## src/rtl/alert_led_pkg.sv

```systemverilog
// alert_led_pkg: shared state/mode encodings and constants for the alert LED sequencer
package alert_led_pkg;
  typedef enum logic [1:0] {
    IDLE   = 2'd0,
    RUN    = 2'd1,
    SNOOZE = 2'd2
  } state_e;
  typedef enum logic [1:0] {
    MODE_TOGGLE = 2'd0,
    MODE_CHASE  = 2'd1,
    MODE_FILL   = 2'd2,
    MODE_STROBE = 2'd3
  } mode_e;
  localparam int STROBE_PERIOD = 4;
endpackage

```

## src/rtl/alert_tick_gen.sv

```systemverilog
// alert_tick_gen: prescaler counting 0..div, one-cycle tick at terminal count
module alert_tick_gen #(
  parameter int DIV_W = 8
) (
  input  logic             clk,
  input  logic             rst,
  input  logic             en,
  input  logic             clr,
  input  logic [DIV_W-1:0] div,
  output logic             tick
);
  logic [DIV_W-1:0] cnt_q, cnt_d;
  assign tick = en && (cnt_q == div);
  // clear wins, hold when disabled, wrap to zero on the terminal count
  always_comb cnt_d = clr ? '0 : !en ? cnt_q : tick ? '0 : cnt_q + 1'b1;
  // prescaler register, cleared asynchronously
  always_ff @(posedge clk or negedge rst)
    if (!rst) cnt_q <= '0;
    else      cnt_q <= cnt_d;
endmodule

```

## src/rtl/alert_led_seq.sv

```systemverilog
// alert_led_seq: alert LED pattern sequencer; define ALERT_SNOOZE_EN to add the snooze input and SNOOZE state
module alert_led_seq
  import alert_led_pkg::*;
#(
  parameter int LED_W        = 4,
  parameter int DIV_W        = 8,
  parameter int DUR_W        = 8,
  parameter int SNOOZE_STEPS = 16
) (
  input  logic             clk,
  input  logic             rst,
  input  logic             alert_start,
  input  logic             alert_stop,
`ifdef ALERT_SNOOZE_EN
  input  logic             snooze,
`endif
  input  logic [1:0]       mode,
  input  logic [DIV_W-1:0] tick_div,
  input  logic [DUR_W-1:0] duration,
  output logic [LED_W-1:0] led_r,
  output logic [LED_W-1:0] led_g,
  output logic             busy,
  output logic             done
);
  state_e           state_q, state_d;
  mode_e            mode_q, mode_d;
  logic [DIV_W-1:0] div_q, div_d;
  logic [DUR_W-1:0] dur_q, dur_d;
  logic [DUR_W-1:0] step_q, step_d;
  logic [LED_W-1:0] led_r_q, led_r_d, led_g_q, led_g_d;
  logic             busy_q, done_q, done_d;
  logic             clr, tick;
  logic [LED_W-1:0] chase, fill;
  logic             strobe_on;
`ifdef ALERT_SNOOZE_EN
  localparam int SNZ_W = SNOOZE_STEPS > 1 ? $clog2(SNOOZE_STEPS) : 1;
  localparam logic [SNZ_W-1:0] SNZ_LAST = SNZ_W'(SNOOZE_STEPS - 1);
  logic [SNZ_W-1:0] snz_q, snz_d;
`endif

  alert_tick_gen #(.DIV_W(DIV_W)) u_tick (
    .clk (clk),
    .rst (rst),
    .en  (state_q != IDLE),
    .clr (clr),
    .div (div_q),
    .tick(tick)
  );

  assign chase     = LED_W'(1) << (32'(step_d) % LED_W);
  assign fill      = ~({LED_W{1'b1}} << (32'(step_d) % (LED_W + 1)));
  assign strobe_on = (32'(step_d) % STROBE_PERIOD) == 0;

  // next-state logic: stop beats start, start beats snooze and natural end
  always_comb begin
    state_d = state_q;
    mode_d  = mode_q;
    div_d   = div_q;
    dur_d   = dur_q;
    step_d  = step_q;
    done_d  = 1'b0;
    clr     = 1'b0;
`ifdef ALERT_SNOOZE_EN
    snz_d   = snz_q;
`endif
    if (state_q == IDLE) begin
      clr = 1'b1;
      if (alert_start && !alert_stop) begin
        state_d = RUN;
        mode_d  = mode_e'(mode);
        div_d   = tick_div;
        dur_d   = duration;
        step_d  = '0;
      end
    end else if (alert_stop) begin
      state_d = IDLE;
      done_d  = 1'b1;
      clr     = 1'b1;
    end else if (alert_start) begin
      state_d = RUN;
      mode_d  = mode_e'(mode);
      div_d   = tick_div;
      dur_d   = duration;
      step_d  = '0;
      clr     = 1'b1;
    end
`ifdef ALERT_SNOOZE_EN
    else if (state_q == SNOOZE) begin
      if (tick) begin
        state_d = snz_q == SNZ_LAST ? RUN : SNOOZE;
        snz_d   = snz_q == SNZ_LAST ? '0 : snz_q + 1'b1;
      end
    end else if (snooze) begin
      state_d = SNOOZE;
      snz_d   = '0;
      clr     = 1'b1;
    end
`endif
    else if (tick) begin
      if (dur_q != '0 && step_q == dur_q - 1'b1) begin
        state_d = IDLE;
        done_d  = 1'b1;
        step_d  = '0;
      end else begin
        step_d = step_q + 1'b1;
      end
    end
  end

  // pattern decode from the next step so LEDs line up with the registered state
  always_comb begin
    led_r_d = '0;
    led_g_d = '1;
    if (state_d == RUN) begin
      led_r_d = mode_d == MODE_TOGGLE ? {LED_W{~step_d[0]}} :
                mode_d == MODE_CHASE  ? chase :
                mode_d == MODE_FILL   ? fill : {LED_W{strobe_on}};
      led_g_d = mode_d == MODE_TOGGLE ? {LED_W{step_d[0]}} :
                mode_d == MODE_STROBE ? '0 : ~led_r_d;
    end
  end

  // state, latched configuration and registered outputs
  always_ff @(posedge clk or negedge rst) begin
    if (!rst) begin
      state_q <= IDLE;
      mode_q  <= MODE_TOGGLE;
      div_q   <= '0;
      dur_q   <= '0;
      step_q  <= '0;
      led_r_q <= '0;
      led_g_q <= '1;
      busy_q  <= 1'b0;
      done_q  <= 1'b0;
`ifdef ALERT_SNOOZE_EN
      snz_q   <= '0;
`endif
    end else begin
      state_q <= state_d;
      mode_q  <= mode_d;
      div_q   <= div_d;
      dur_q   <= dur_d;
      step_q  <= step_d;
      led_r_q <= led_r_d;
      led_g_q <= led_g_d;
      busy_q  <= state_d != IDLE;
      done_q  <= done_d;
`ifdef ALERT_SNOOZE_EN
      snz_q   <= snz_d;
`endif
    end
  end

  assign led_r = led_r_q;
  assign led_g = led_g_q;
  assign busy  = busy_q;
  assign done  = done_q;
endmodule
```

## config.mk

```make
export PLATFORM = sky130hd
export DESIGN_NAME = alert_led_seq
export DESIGN_NICKNAME = d
export VERILOG_FILES = /design/src/rtl/alert_led_pkg.sv /design/src/rtl/alert_tick_gen.sv /design/src/rtl/alert_led_seq.sv
export SDC_FILE = /design/constraint.sdc
export NUM_CORES = 1
export LEC_CHECK = 0
export ABC_AREA = 1
export BUFFER_PORTS_ARGS = -buffer_cell sky130_fd_sc_hd__buf_4
export CAP_MARGIN = 20
export CORE_MARGIN = 2
export CORE_UTILIZATION = 36
export DETAILED_ROUTE_END_ITERATION = 10
export PLACE_DENSITY = 0.55
export SYNTH_ARGS = -nofsm -noshare
export SYNTH_HDL_FRONTEND = slang
export SYNTH_SLANG_ARGS = --single-unit
```

## constraint.sdc

```tcl
create_clock -name clk -period 12.14 [get_ports clk]
set_input_delay 3.642 -clock clk [delete_from_list [all_inputs] [get_ports clk]]
set_output_delay 3.642 -clock clk [all_outputs]
set_load 0.03 [all_outputs]
```

### Yosys cells after proc, flatten, opt, wreduce, memory -nomap -nowiden

Cells that the tools add are included.

* register bits after elaboration: 46

* muxes and demuxes: 42
* equal/unequal tests: 8
* reduce and logical (&&, ||, !) cells: 13
* div/mod/pow operators: 1
* bitwise gates (word level): 3
* $add $sub $neg: 3
* shift operators: 2

Operators with widths (count)
* 2-to-1 mux 8 bit: 17
* zero test 32 bit: 1
* remainder unit 8 x 3 -> 32 bit, second input constant: 1
* left shift 4 x 32 -> 4 bit, first input constant: 1
* 2-to-1 mux 4 bit: 7
* 2-to-1 mux 2 bit: 10
* adder 8 x 1 -> 8 bit, second input constant: 2
* == test 8 bit: 2
* 2-to-1 mux 1 bit: 8
* NOT 4 bit: 2
* nonzero test 2 bit: 4
* nonzero test 8 bit: 1
* subtractor 8 x 1 -> 8 bit, second input constant: 1
* == test 2 x 1 -> 1 bit, second input constant: 2
* == test 2 bit, second input constant: 2
* zero test 2 bit: 2
* != test 2 x 1 -> 1 bit, second input constant: 2
* left shift 1 x 2 -> 4 bit, first input constant: 1
* logical AND 1 bit: 3
* AND reduction 3 bit: 1
* zero test 1 bit: 1
* NOT 1 bit: 1

### Longest topological paths before layout

* word-level depth: 18
* mapped depth: 56
* depth with buffers taken out: 56

### By module

Synthesis repeated with hierarchy kept, for this count alone.

* cells, all modules: 662
* area, all modules: 4254.1 um^2

Modules (own cells, without submodules)
* alert_led_seq: instances 1, area each 3628.5 um^2, cells an instance 575
* alert_tick_gen: instances 1, area each 625.6 um^2, cells an instance 87

### Worst setup path before layout

No wires, ideal clock.

* path type: input port to flip-flop
* from: in alert_stop
* to: reg led_r_q[0] (netlist: led_r[0])
* stages: 41
* arrival: 7.833 ns
* data required time: 12.027 ns
* path slack: 4.194 ns
* cell sequence: inv_1 -> nand2_1 -> a21oi_1 -> inv_1 -> nand2_2 -> nand2_4 -> ha_1 -> nand3_1 -> nand3_1 -> o21ai_1 -> nand2_1 -> nand2_2 -> nand2_4 -> nand2_1 -> nand2_1 -> nand2_2 -> nand3_1 -> nor2_1 -> [... 5 more ...] -> nand3_2 -> nand2_4 -> nand2_4 -> nor2_8 -> nand2_2 -> buf_6 -> nand2_2 -> nand2_4 -> nor2_4 -> nand2_2 -> nor2_4 -> nand2_4 -> nand2_1 -> o21ai_1 -> o31ai_1 -> nand3_1 -> nand2_1 -> inv_1

* longest elaborated chain between the ends: 11
* elaborated cells between the ends (all ways): 25
* classes of those cells: div (1); eq/ne (3); shift (2); mux (13); bitwise (2); reduce/logical (4)

RTL lines
* start: declaration: RTL line alert_led_seq.sv:13 `input logic alert_stop,`
* zero test 1 bit: RTL line alert_led_seq.sv:68 `if (alert_start && !alert_stop) begin`
* logical AND 1 bit: RTL line alert_led_seq.sv:68
* 2-to-1 mux 8 bit: RTL line alert_led_seq.sv:68
* 2-to-1 mux 8 bit: RTL line alert_led_seq.sv:66 `if (state_q == IDLE) begin`
* remainder unit 8 x 3 -> 32 bit: RTL line alert_led_seq.sv:51 `assign fill = ~({LED_W{1'b1}} << (32'(step_d) % (LED_W + 1)));`
* left shift 4 x 32 -> 4 bit: RTL line alert_led_seq.sv:51
* NOT 4 bit: RTL line alert_led_seq.sv:51
* 2-to-1 mux 4 bit: RTL line alert_led_seq.sv:117 `mode_d == MODE_FILL ? fill : {LED_W{strobe_on}};`
* 2-to-1 mux 4 bit: RTL line alert_led_seq.sv:116 `mode_d == MODE_CHASE ? chase :`
* 2-to-1 mux 4 bit: RTL line alert_led_seq.sv:115 `led_r_d = mode_d == MODE_TOGGLE ? {LED_W{~step_d[0]}} :`
* 2-to-1 mux 4 bit (*): RTL line alert_led_seq.sv:114 `if (state_d == RUN) begin`
* via led_r_d[0]: RTL line alert_led_seq.sv:30 `logic [LED_W-1:0] led_r_q, led_r_d, led_g_q, led_g_d;`
* end signal: assignment: RTL line alert_led_seq.sv:144 `led_r_q <= led_r_d;`
* end: declaration: RTL line alert_led_seq.sv:30

The timed path passes the listed nets; every way through them passes the cells marked *.
A chain may end at the register's enable or synchronous reset.

### Final worst setup path

* from: in alert_stop
* to: reg led_g_q[3] (netlist: led_g[3])

* longest elaborated chain between the ends: 14
* elaborated cells between the ends (all ways): 29
* classes of those cells: div (1); eq/ne (4); shift (2); mux (15); bitwise (3); reduce/logical (4)

RTL lines
* zero test 1 bit: RTL line alert_led_seq.sv:68
* logical AND 1 bit: RTL line alert_led_seq.sv:68
* 2-to-1 mux 8 bit: RTL line alert_led_seq.sv:68
* 2-to-1 mux 8 bit: RTL line alert_led_seq.sv:66
* remainder unit 8 x 3 -> 32 bit: RTL line alert_led_seq.sv:51
* left shift 4 x 32 -> 4 bit: RTL line alert_led_seq.sv:51
* NOT 4 bit: RTL line alert_led_seq.sv:51
* 2-to-1 mux 4 bit: RTL line alert_led_seq.sv:117
* 2-to-1 mux 4 bit: RTL line alert_led_seq.sv:116
* 2-to-1 mux 4 bit: RTL line alert_led_seq.sv:115
* NOT 4 bit: RTL line alert_led_seq.sv:119 `mode_d == MODE_STROBE ? '0 : ~led_r_d;`
* 2-to-1 mux 4 bit: RTL line alert_led_seq.sv:119
* 2-to-1 mux 4 bit: RTL line alert_led_seq.sv:118 `led_g_d = mode_d == MODE_TOGGLE ? {LED_W{step_d[0]}} :`
* 2-to-1 mux 4 bit (*): RTL line alert_led_seq.sv:114
* via led_g_d[3]: RTL line alert_led_seq.sv:30
* end signal: assignment: RTL line alert_led_seq.sv:145 `led_g_q <= led_g_d;`
* end: declaration: RTL line alert_led_seq.sv:30

Marks and branches as above.

==> results.json <==
{
  "slowest_stage": "nor2_1",
  "netlist_top_cells_count": "nand2_1 (173), nand3_1 (71), nor2_1 (69), inv_1 (68), dfrtp_1 (42)",
  "cp-start-kind": "input port",
  "syn_area_um2": 4010,
  "slew_violations": 0,
  "critPathMaxStageDelay_ns": 0.30,
  "final-seq-area_um2": 1160,
  "die_y_um": 109,
  "r2r-start": "dur_q[0]",
  "power.total_mw": 0.944,
  "synth_top_family_by_area": "simple AND/OR/NAND/NOR gates",
  "maxCapViolCount": 0,
  "rr_worst_depth": 53,
  "antennaDiodeCount": 0,
  "drt-total-wl_um": 9360,
  "worst_setup_path_end_kind": "flop",
  "final_cell_area_um2": 4480,
  "stdcell_count": 791,
  "ys_seq_elements": 46,
  "drt_iter0_markers": 180,
  "relSlewSlack_pct": 58.7,
  "yosysWarnings": 0,
  "synth-async-reset-ratio_pct": 100,
  "holdPathStages": 1,
  "synth.avg_cell_area_um2": 6.50,
  "setup_violations": 0,
  "numClockSinks": 46,
  "vias": 3833,
  "dr.pass1.iters": 4,
  "p_leak_nw": 2.43,
  "grt_max_degree": 47,
  "rows": 38,
  "seq_area_frac_synth_pct": 28.9,
  "port_buffers": 31,
  "grt_pass1_vias": 3633,
  "hold_class": "flop to flop",
  "cts_resized": 0,
  "required_ns": 12.37,
  "ff2ff_setup_slack_ns": 5.99,
  "rr_endpoint": "led_g[3]",
  "hold_start": "u_tick.cnt_q[0]",
  "synthCells": 616,
  "synth.top_cell.area_share_pct": 26.2,
  "fmax_mhz": 117,
  "synthMuxAreaShare_pct": 1.12,
  "max-vdd-ir-drop_uv": 132,
  "min_to": "u_tick.cnt_q[0]",
  "clockRootBuffer": "clkbuf_8",
  "nets": 679,
  "hold_violations": 0,
  "synth-simple-area-share_pct": 47.8,
  "synthFlopType": "dfrtp_1",
  "drive_gt1_share_pct": 20.7,
  "antenna_found_initial": 0,
  "synth.most_common_cell": "nand2_1",
  "num-fill-cells": 1172,
  "hpwl_um": 7560,
  "numPlacedInstances": 783,
  "worstPathArrival_ns": 8.76,
  "tns_ns": 0,
  "htree_levels": 2,
  "wl_per_cell_um": 11.8,
  "status": "finished, final reports clean",
  "synth_adder_area_share_pct": 2.19,
  "initial_core_util_pct": 36.9,
  "synth_xor_area_share_pct": 3.28,
  "cts.hold.buffers_added": 0,
  "clkTransAtPathRegs_ns": 0.09,
  "overflow": 0,
  "synth_fp_nets": 645,
  "powerDensity_nw_per_um2": 211,
  "worstSkewPairLatency_ns": 0.30,
  "synth_edf_count": 0,
  "multi_input_area_um2": 2450,
  "ys_types": 39,
  "grt_usage_pct": 16.8,
  "grt_pass1_wl_um": 16400,
  "cts_buffers": 5,
  "antenna_left": 0,
  "post_cts_buffers": 0,
  "post-route-period-util_pct": 70.3,
  "pin_count": 32,
  "placed_cell_area_um2": 4390,
  "period_minus_slack_ns": 8.53,
  "syn_to_final_growth_pct": 11.8,
  "worstMarginPinSlew_ns": 0.615,
  "cts_tree": "built",
  "rsz0062_at_grt": "no",
  "dieArea_um2": 12000,
  "final_util_pct": 41.3,
  "critPathMaxFanout": 11,
  "core_um2": 10800,
  "die_w_um": 109,
  "gp_congestion": 0.841,
  "critPathKind": "input port to flop",
  "via_per_inst": 4.85,
  "path_common_cell": "nand2_1",
  "synth_compound_area_share_pct": 6.87,
  "drc_errors": 0,
  "synth_top_cells_by_area": "dfrtp_1 (26%), nand2_1 (16%), nand3_1 (8.9%)",
  "synth.largest_area_cell": "dfrtp_1",
  "clock_skew_ns": 0.00831,
  "cts_buffer_depth": 2
}
layout by cell type (no fill, tap or decap), types with 4 or more instances in the layout:
master,count
dfstp_2,4
o21ai_1,12
dfrtp_1,42
nand3_1,71
clkbuf_8,5
ha_1,7
nor2_2,6
a21oi_1,18
nand2_2,23
xor2_1,10
inv_2,26
nor2_1,69
inv_1,68
nor3_1,5
nor2_4,4
nand2_1,173
mux2_2,4
nand3_2,12
buf_4,32
nand4_1,11
o21ai_0,10
nand2_4,9
xnor2_1,5
worst max-delay path: cells and delay by family:
family | cells | cell delay (ns)
AOI/OAI and AO/OA | 3 | 0.52
and+or+nand+nor | 34 | 3.75
buffers and inverters | 4 | 0.37
adders and majority gates | 3 | 0.47
worst max path at each step:
stage / startpoint / to / cells past startpoint / slack, ns
2_1_floorplan: alert_stop / led_r[0] / 41 / 4.19
3_3_place_gp: alert_stop / led_g[3] / 46 / 3.46
3_5_place_dp: alert_stop / led_r[0] / 40 / 3.31
4_1_cts: alert_stop / led_r[0] / 40 / 3.61
5_1_grt: alert_stop / led_r[0] / 40 / 2.95
6_report: alert_stop / led_g[3] / 44 / 3.61
per-stage QoR:
stage | hold slack, ns | setup slack (ns)
2_1_floorplan | 0.453 | 4.19
3_3_place_gp | 0.474 | 3.46
3_5_place_dp | 0.489 | 3.31
4_1_cts | 0.502 | 3.61
5_1_grt | 0.546 | 2.95
6_report | 0.502 | 3.61
registers in the layout (all words and copies together), names as in the netlist:
register      flops
step_q            8
div_q             8
busy              1
state_q           2
u_tick.cnt_q      8
done              1
mode_q            2
dur_q             8
led_g             4
led_r             4
power breakdown:
part / switching [mW] / leakage (nW) / internal, mW
Combinational: 0.439 / 1.83 / 0.221
Clock: 0.0550 / 0.0441 / 0.0405
Sequential: 0.0145 / 0.562 / 0.174
Total: 0.508 / 2.43 / 0.436
area by class of cell:
class                           instances  area share (%)
Multi-Input combinational cell        469            54.8
Tap cell                              140            3.91
Inverter                               96            8.05
Timing Repair Buffer                   32            5.37
Clock buffer                            5            1.54
Clock inverter                          3           0.475
Sequential cell                        46            25.8
logic make-up after synthesis:
family          count (synthesis)
fa+ha+maj                       7
simple gates                  393
mux                             4
xor+xnor                       15
compound gates                 50
flops                          46
buf+inv                       101
layer usage:
layer / track usage [%] / up-vias / part of all wire, %
met4: 3.71 / 0 / 1.3
met1: 22.2 / 1757 / 49
met5: 0 / - / 0
met2: 29.3 / 44 / 47
li1: - / 2022 / -
met3: 2.19 / 10 / 2.9
(Power assumes the default switching activity.)
